==> config.mk <==
export PLATFORM = sky130hd
export DESIGN_NAME = sized_fifo_flat
export DESIGN_NICKNAME = d
export VERILOG_FILES = /design/src/rtl/sized_fifo_pkg.sv /design/src/rtl/sized_fifo_if.sv /design/src/rtl/sized_fifo_mem.sv /design/src/rtl/sized_fifo.sv /design/src/flat_wrapper.sv
export SDC_FILE = /design/constraint.sdc
export NUM_CORES = 1
export LEC_CHECK = 0
export CORE_UTILIZATION = 56
export CTS_CLUSTER_DIAMETER = 60
export DETAILED_ROUTE_END_ITERATION = 6
export GPL_TIMING_DRIVEN = 0
export PLACE_DENSITY_LB_ADDON = 0.05
export SYNTH_ARGS = -nofsm -noshare
export SYNTH_HDL_FRONTEND = slang
export SYNTH_SLANG_ARGS = --single-unit
==> constraint.sdc <==
create_clock -name CLK -period 7.95 [get_ports CLK]
set_clock_uncertainty 0.05 [all_clocks]
set_input_delay 1.9875 -clock CLK [delete_from_list [all_inputs] [get_ports CLK]]
set_output_delay 1.9875 -clock CLK [all_outputs]
set_load 0.05 [all_outputs]
==> src/rtl/sized_fifo_pkg.sv <==
// sized_fifo shared helpers.
// Pointer stepping that wraps on entry count, not on pointer width.
package sized_fifo_pkg;

   function automatic int unsigned ptr_next(
      input int unsigned ptr,
      input int unsigned entries
   );
      return (ptr + 1 >= entries) ? 0 : ptr + 1;
   endfunction

endpackage

==> src/rtl/sized_fifo_if.sv <==
// sized_fifo enqueue/dequeue bus.
// master drives requests, slave is the FIFO.
interface sized_fifo_if #(
   parameter int p1width = 16
);
   logic [p1width-1:0] D_IN;
   logic               ENQ;
   logic               FULL_N;
   logic [p1width-1:0] D_OUT;
   logic               DEQ;
   logic               EMPTY_N;
   logic               CLR;

   modport master (
      output D_IN, ENQ, DEQ, CLR,
      input  D_OUT, FULL_N, EMPTY_N
   );

   modport slave (
      input  D_IN, ENQ, DEQ, CLR,
      output D_OUT, FULL_N, EMPTY_N
   );
endinterface

==> src/rtl/sized_fifo_mem.sv <==
// sized_fifo backing buffer.
// One write port, one asynchronous read port.
module sized_fifo_mem #(
   parameter int p1width = 16,
   parameter int entries = 2,
   parameter int aw      = 1
) (
   input  logic               clk,
   input  logic               we,
   input  logic [aw-1:0]      waddr,
   input  logic [p1width-1:0] wdata,
   input  logic [aw-1:0]      raddr,
   output logic [p1width-1:0] rdata
);
   logic [p1width-1:0] mem_q [entries];

   always_ff @(posedge clk) begin
      if (we) begin
         mem_q[waddr] <= wdata;
      end
   end

   assign rdata = mem_q[raddr];
endmodule

==> src/rtl/sized_fifo.sv <==
// sized_fifo: head register plus circular buffer.
// Registered flags and head; capacity p2depth.
module sized_fifo
   import sized_fifo_pkg::*;
#(
   parameter int p1width      = 16,
   parameter int p2depth      = 3,
   parameter int p3cntr_width = 1
) (
   input logic         CLK,
   input logic         RST,
   sized_fifo_if.slave fifo_s
);
   localparam int CW = $clog2(p2depth + 1);
   localparam int BD = p2depth - 1;
   localparam int PW = p3cntr_width;

   logic [CW-1:0]      count_q, count_d;
   logic [PW-1:0]      rd_ptr_q, rd_ptr_d;
   logic [PW-1:0]      wr_ptr_q, wr_ptr_d;
   logic               empty_n_q, empty_n_d;
   logic               full_n_q, full_n_d;
   logic [p1width-1:0] head_q, head_d;
   logic               mem_we;
   logic [p1width-1:0] mem_rdata;
   logic               enq_ok;
   logic               deq_ok;
   logic               head_load;

   assign enq_ok = fifo_s.ENQ & full_n_q;
   assign deq_ok = fifo_s.DEQ & empty_n_q;

   // Incoming data bypasses the buffer when it becomes the head directly.
   assign head_load = enq_ok &
      ((count_q == '0) | (deq_ok & (count_q == CW'(1))));

   sized_fifo_mem #(
      .p1width (p1width),
      .entries (BD),
      .aw      (PW)
   ) u_mem (
      .clk   (CLK),
      .we    (mem_we),
      .waddr (wr_ptr_q),
      .wdata (fifo_s.D_IN),
      .raddr (rd_ptr_q),
      .rdata (mem_rdata)
   );

   always_comb begin
      count_d   = count_q;
      rd_ptr_d  = rd_ptr_q;
      wr_ptr_d  = wr_ptr_q;
      empty_n_d = empty_n_q;
      full_n_d  = full_n_q;
      head_d    = head_q;
      mem_we    = 1'b0;
      if (fifo_s.CLR) begin
         count_d   = '0;
         rd_ptr_d  = '0;
         wr_ptr_d  = '0;
         empty_n_d = 1'b0;
         full_n_d  = 1'b1;
      end else begin
         count_d   = count_q + CW'(enq_ok) - CW'(deq_ok);
         empty_n_d = (count_d != '0);
         full_n_d  = (count_d != CW'(p2depth));
         if (head_load) begin
            head_d = fifo_s.D_IN;
         end else if (enq_ok) begin
            mem_we   = 1'b1;
            wr_ptr_d = PW'(ptr_next(32'(wr_ptr_q), BD));
         end
         if (deq_ok && (count_q >= CW'(2))) begin
            head_d   = mem_rdata;
            rd_ptr_d = PW'(ptr_next(32'(rd_ptr_q), BD));
         end
      end
   end

   always_ff @(posedge CLK) begin
      if (!RST) begin
         count_q   <= '0;
         rd_ptr_q  <= '0;
         wr_ptr_q  <= '0;
         empty_n_q <= 1'b0;
         full_n_q  <= 1'b1;
         head_q    <= '0;
      end else begin
         count_q   <= count_d;
         rd_ptr_q  <= rd_ptr_d;
         wr_ptr_q  <= wr_ptr_d;
         empty_n_q <= empty_n_d;
         full_n_q  <= full_n_d;
         head_q    <= head_d;
      end
   end

   assign fifo_s.D_OUT   = head_q;
   assign fifo_s.EMPTY_N = empty_n_q;
   assign fifo_s.FULL_N  = full_n_q;
endmodule

==> src/flat_wrapper.sv <==
// flat-port wrapper written by rule: the top's interface ports become plain ports
module sized_fifo_flat import sized_fifo_pkg::*;
#(
   parameter int p1width      = 16,
   parameter int p2depth      = 3,
   parameter int p3cntr_width = 1
)
  (CLK, RST, fifo_s_D_IN, fifo_s_ENQ, fifo_s_DEQ, fifo_s_CLR, fifo_s_D_OUT, fifo_s_FULL_N, fifo_s_EMPTY_N);
  sized_fifo_if #(.p1width(p1width)) fifo_s_i ();
  input logic CLK;
  input logic RST;
  input wire logic [$bits(fifo_s_i.D_IN)-1:0] fifo_s_D_IN;
  input wire logic [$bits(fifo_s_i.ENQ)-1:0] fifo_s_ENQ;
  input wire logic [$bits(fifo_s_i.DEQ)-1:0] fifo_s_DEQ;
  input wire logic [$bits(fifo_s_i.CLR)-1:0] fifo_s_CLR;
  output wire logic [$bits(fifo_s_i.D_OUT)-1:0] fifo_s_D_OUT;
  output wire logic [$bits(fifo_s_i.FULL_N)-1:0] fifo_s_FULL_N;
  output wire logic [$bits(fifo_s_i.EMPTY_N)-1:0] fifo_s_EMPTY_N;
  assign fifo_s_i.D_IN = fifo_s_D_IN;
  assign fifo_s_i.ENQ = fifo_s_ENQ;
  assign fifo_s_i.DEQ = fifo_s_DEQ;
  assign fifo_s_i.CLR = fifo_s_CLR;
  assign fifo_s_D_OUT = fifo_s_i.D_OUT;
  assign fifo_s_FULL_N = fifo_s_i.FULL_N;
  assign fifo_s_EMPTY_N = fifo_s_i.EMPTY_N;
  sized_fifo #(.p1width(p1width), .p2depth(p2depth), .p3cntr_width(p3cntr_width)) u_core (.CLK(CLK), .RST(RST), .fifo_s(fifo_s_i));
endmodule
**After elaboration in Yosys (flattened, before gate mapping)**

Memory sizes are Yosys's and may differ from the RTL's. A register that Yosys moved wholly into a read port is not among the register bits.
Index checks and enable logic that the tools add are counted.

- Equal/unequal tests: 2
- $lt $le $gt $ge: 3
- Bitwise logic cells: 8
- Add/sub/neg operators: 4
- Reductions and logical operators: 7
- Mux-type cells: 11

Operator list:

| operator | count |
|---|---|
| two-way mux 16 bit | 2 |
| two-way mux 1 bit | 9 |
| greater-or-equal comparator 2 bit (second input constant) | 3 |
| adder 1 x 1 -> 2 bit (second input constant) | 2 |
| bitwise AND 1 bit | 4 |
| AND reduction 2 bit | 2 |
| nonzero test 2 bit | 2 |
| NOT 1 bit | 3 |
| adder 2 x 1 -> 2 bit | 1 |
| == test 2 x 1 -> 1 bit (second input constant) | 1 |
| zero test 2 bit | 1 |
| inequality test 2 bit (second input constant) | 1 |
| OR reduction 2 bit | 1 |
| subtractor 2 x 1 -> 2 bit | 1 |
| logical AND 1 bit | 1 |
| OR 1 bit | 1 |

- Word-level logic and storage cells: 42
- Memory bits (writable): 32
- Memories kept: 1
- Flip-flop bits (word level): 22

Memories:

| name | words | width | read ports | clocked after Yosys merged registers in | wr ports | RTL line | text |
|---|---|---|---|---|---|---|---|
| u_core.u_mem.mem_q | 2 | 16 | 1 | 1 | 1 | sized_fifo_mem.sv:15 | `logic [p1width-1:0] mem_q [entries];` |

**Longest topological paths before layout**

- Depth in word-level cells: 8
- Mapped depth: 7

**Hierarchy**

Synthesis repeated with hierarchy kept, for this count alone.

- Cell total of the unflattened synthesis: 156
- Area total of the unflattened synthesis: 2,364.8 µm²

Modules (own cells, without submodules):

| module | cells an instance | area each (µm²) | times used |
|---|---|---|---|
| sized_fifo_mem | 52 | 1,222.4 | 1 |
| sized_fifo | 104 | 1,142.3 | 1 |

**Worst setup path after synthesis**

OpenSTA, ideal clock, no wires.

- Path kind: input -> register
- Start point: in fifo_s_CLR
- End point: mem u_core.u_mem.mem_q[1][0], enable pin
- Arrival time: 3.580 ns
- Setup time: 0.413 ns
- Path buffers: 2
- Slack: 3.908 ns
- Stages: 3
- Cells stage by stage: buf_6 dlymetal6s2s_1 nor3b_1

- Cells in the longest elaborated chain, start to end: 3

RTL lines:

| item | RTL line | text |
|---|---|---|
| start: declaration | flat_wrapper.sv:15 | `input wire logic [$bits(fifo_s_i.CLR)-1:0] fifo_s_CLR;` |
| two-way mux 1 bit | sized_fifo.sv:58 | `if (fifo_s.CLR) begin` |
| two-way mux 1 bit | sized_fifo_mem.sv:18 | `if (we) begin` |
| two-way mux 1 bit (not written as such) | sized_fifo_mem.sv:19 | `mem_q[waddr] <= wdata;` |
| end: declaration | sized_fifo_mem.sv:15 |  |

No other way between the ends.

**Final worst setup path**

- Start point: in fifo_s_DEQ
- End point: mem u_core.u_mem.mem_q[1][14], enable pin

- Cells in the longest elaborated chain, start to end: 8

RTL lines:

| item | RTL line | text |
|---|---|---|
| start: declaration | flat_wrapper.sv:14 | `input wire logic [$bits(fifo_s_i.DEQ)-1:0] fifo_s_DEQ;` |
| bitwise AND 1 bit | sized_fifo.sv:31 | `assign deq_ok = fifo_s.DEQ & empty_n_q;` |
| bitwise AND 1 bit | sized_fifo.sv:35 | `((count_q == '0) \| (deq_ok & (count_q == CW'(1))));` |
| OR 1 bit | sized_fifo.sv:35 |  |
| bitwise AND 1 bit | sized_fifo.sv:34 | `assign head_load = enq_ok &` |
| two-way mux 1 bit | sized_fifo.sv:68 | `if (head_load) begin` |
| two-way mux 1 bit | sized_fifo.sv:58 |  |
| two-way mux 1 bit | sized_fifo_mem.sv:18 |  |
| two-way mux 1 bit (not written as such) | sized_fifo_mem.sv:19 |  |

No other way between the ends.

==> impl_metrics.py <==
metrics = {
    "power_and_ir_drop": {
        "p_per_area_mw_per_mm2": 202.1,
        "ir_drop_mv": 0.1648,
        "p_leak_uw": 0.0009575,
    },
    "job": {
        "drv_cap": 0,
    },
    "worst_hold_path": {
        "min_to": "u_core.fifo_s.D_OUT[12]",
        "hp-class": "register to register",
        "hp-start": "u_core.fifo_s.D_OUT[12]",
        "holdPathStages": 2,
    },
    "clock_network": {
        "h-tree-depth": 2,
        "cts_resized": 0,
        "cts_root_buf": "clkbuf_8",
        "clkTransAtPathRegs_ps": 90,
        "hold_buffers": 0,
        "cts_tree": "built",
        "cts_sinks": 55,
        "clk_latency_ps": 300,
        "clockBufferDepth": 2,
        "cts-buffers-inserted": 5,
        "post_cts_buffers": 0,
    },
    "final_layout": {
        "syn_to_final_growth_pct": 25.59,
        "fin_cells": 253,
        "nets": 227,
        "insertedDiodeCount": 0,
        "design_area_sq_mm": 0.002849,
        "drive_above_1_share_pct": 20.00,
    },
    "detailed_routing": {
        "dr.pass1.iters": 4,
        "drt_iter0_drc": 59,
        "post_drt_wl_per_cell_um": 16.57,
        "wl_met2_um": 2074,
        "drt-met1-wl_um": 1881,
        "antenna_left": 0,
        "vias_per_cell": 5.644,
        "drc": 0,
        "wl_met3_um": 172,
        "highest_layer": "met4",
        "wl_um": 4192,
        "vias": 1428,
    },
    "worst_setup_path": {
        "startpoint_type": "input port",
        "rrSetupSlack_ps": 5970,
        "crit_buf_inv": 2,
        "startpoint": "fifo_s_DEQ",
        "r2r-end": "u_core.u_mem.mem_q[1][14]",
        "cp_slowest_cell": "nor3b_2",
        "crit_family": "buffers and inverters",
        "path_cells": "clkdlybuf4s50_1, a21boi_0, o21ai_0, nor3b_2, buf_6",
        "r2r_start": "u_core.count_q[0]",
        "crit_required_ps": 7920,
        "arrival_ps": 3730,
        "slowest_delay_ps": 610,
        "critical_path_class": "input port to register",
        "crit_path_max_fanout": 10,
        "critical_path.endpoint_type": "register",
        "ff2ff_path_depth": 4,
    },
    "yosys": {
        "yosys_warnings": 0,
        "synth_seq_cells": 55,
        "yosysTopAreaCellShare_pct": 42.36,
        "yosysTopAreaCell": "edfxtp_1",
        "syn_area_sq_mm": 0.002268,
        "synth_cells": 157,
        "synth_edf_count": 32,
        "yosysUniqueCellTypes": 28,
        "async_flop_share_pct": 0,
        "synth_top_flop_cell": "edfxtp_1",
        "syn_nets": 180,
        "yosys-top-cells-area": "edfxtp_1, dfxtp_1, mux2_2",
        "avgSynthCellArea_sq_um": 14.45,
        "yosysSeqAreaShare_pct": 62.66,
    },
    "die": {
        "die_y_um": 65.65,
        "fp.dieW_um": 65.65,
        "coreArea_sq_mm": 0.003771,
        "start_util_pct": 60.15,
        "die_area_sq_mm": 0.004309,
        "rows": 22,
        "ioPinCount": 39,
    },
    "global_route": {
        "grt_usage_pct": 22.56,
        "antenna_found_initial": 0,
        "grt_max_degree": 17,
        "grt_pass1_vias": 1420,
        "grt_pass1_wl_um": 7024,
        "overflow": 0,
    },
    "place": {
        "dp_hpwl_um": 3047,
        "post-place-ws_ps": 3822,
        "postPlaceCellArea_sq_mm": 0.002741,
        "dp_cells": 245,
        "io_buffer_count": 38,
        "routabilityCongestion": 0.7161,
    },
    "timing": {
        "setup_viol": 0,
        "tns_ps": 0,
        "fin_crit_ps": 3758,
        "holdWs_ps": 437.4,
        "max_freq_ghz": 0.2661,
        "slew_viol_final": 0,
        "finalHoldViolCount": 0,
        "rsz0062_at_grt": "false",
        "tightestPinTransition_ps": 669.0,
        "fin_crit_sh_pct": 47.27,
        "timing.max_slew.rel_slack_pct": 55.16,
        "fin_ws_ps": 4192,
    },
    "run_status": {
        "status": "complete, no violations",
    },
}
[where the power goes]
| group | switching, uW | internal (uW) |
|---|---|---|
| logic | 48.7 | 34.8 |
| clock network | 83.4 | 92.2 |
| registers | 5.83 | 311 |
| total | 138 | 438 |
[through the flow]
| stage | util [%] | power, uW |
|---|---|---|
| after global routing | 75.55 | 596.6 |
| after detailed placement | 72.69 | 407.0 |
| after CTS | 75.55 | 581.1 |
| after floorplan | - | 372.1 |
| final | 75.55 | 575.9 |
| after global placement | 71.83 | 403.4 |
[cells by family (layout without fill, tap and decap cells)]
family	Yosys count	in the layout	synth area share, %
buffers and inverters	13	61	3.861
muxes	33	33	15.44
xor gates and xnor gates	2	2	1.545
and+or+nand+nor	16	16	4.082
DFF	55	55	62.66
adders and majority gates	2	2	1.103
AOI/OAI and AO/OA	36	36	11.31
[flip-flops by register name (all words and copies together) (netlist names), named ones only]
name	flops
u_core.count_q	2
u_core.wr_ptr_q	1
u_core.u_mem.mem_q	32
u_core.rd_ptr_q	1
u_core.fifo_s.FULL_N	1
u_core.fifo_s.D_OUT	16
u_core.fifo_s.EMPTY_N	1
[worst max-delay path by stage]
stage	endpoint	cells past startpoint
4_1_cts	u_core.u_mem.mem_q[1][14]	5
3_3_place_gp	u_core.u_mem.mem_q[1][10]	4
3_5_place_dp	u_core.u_mem.mem_q[1][10]	5
5_1_grt	u_core.u_mem.mem_q[1][14]	5
6_report	u_core.u_mem.mem_q[1][14]	5
2_1_floorplan	u_core.u_mem.mem_q[1][0]	3
[cell type report]
class / instances / area (sq um)
clock inverters: 3 / 38.79
well taps: 48 / 60.06
flip-flops and latches: 55 / 1421
multi-input cells: 89 / 769.5
repair buffers: 40 / 402.9
plain buffers: 11 / 80.08
inverters: 2 / 7.507
fillers: 235 / 922.1
clock buffers: 5 / 68.82
[cell usage in the layout, fill, tap and decap left out, types with 2 or more instances in the layout]
master / count
inv_1: 2
mux2_2: 16
nand2b_1: 2
o311ai_0: 16
nor2_1: 3
o21ai_1: 10
o21ai_0: 7
mux2i_1: 17
nand2_1: 2
clkbuf_8: 5
buf_2: 6
buf_6: 5
ha_1: 2
clkdlybuf4s50_1: 38
edfxtp_1: 32
dfxtp_1: 23
and2_1: 3
[Yosys cell counts (2+ instances only)]
cell type / n
o311ai_0: 16
o21ai_0: 7
inv_1: 2
mux2i_1: 17
mux2_2: 16
buf_6: 3
nor2_1: 3
edfxtp_1: 32
dfxtp_1: 23
o21ai_1: 10
nand2_1: 2
nand2b_1: 2
buf_2: 6
and2_1: 3
ha_1: 2
[worst register-to-register path: cells and delay by family (launching register included)]
kind | cells | cell delay (ps)
AND/OR/NAND/NOR | 1 | 610
AO/OA/AOI/OAI | 2 | 410
flip-flops | 1 | 380
buffers and inverters | 1 | 250
[routing by layer]
layer | up-vias | GRT usage, %
li1 | 700 | -
met1 | 692 | 30.13
met2 | 30 | 35.33
met3 | 6 | 5.729
met4 | 0 | 8.152
met5 | - | 0
(Power assumes the default switching activity.)
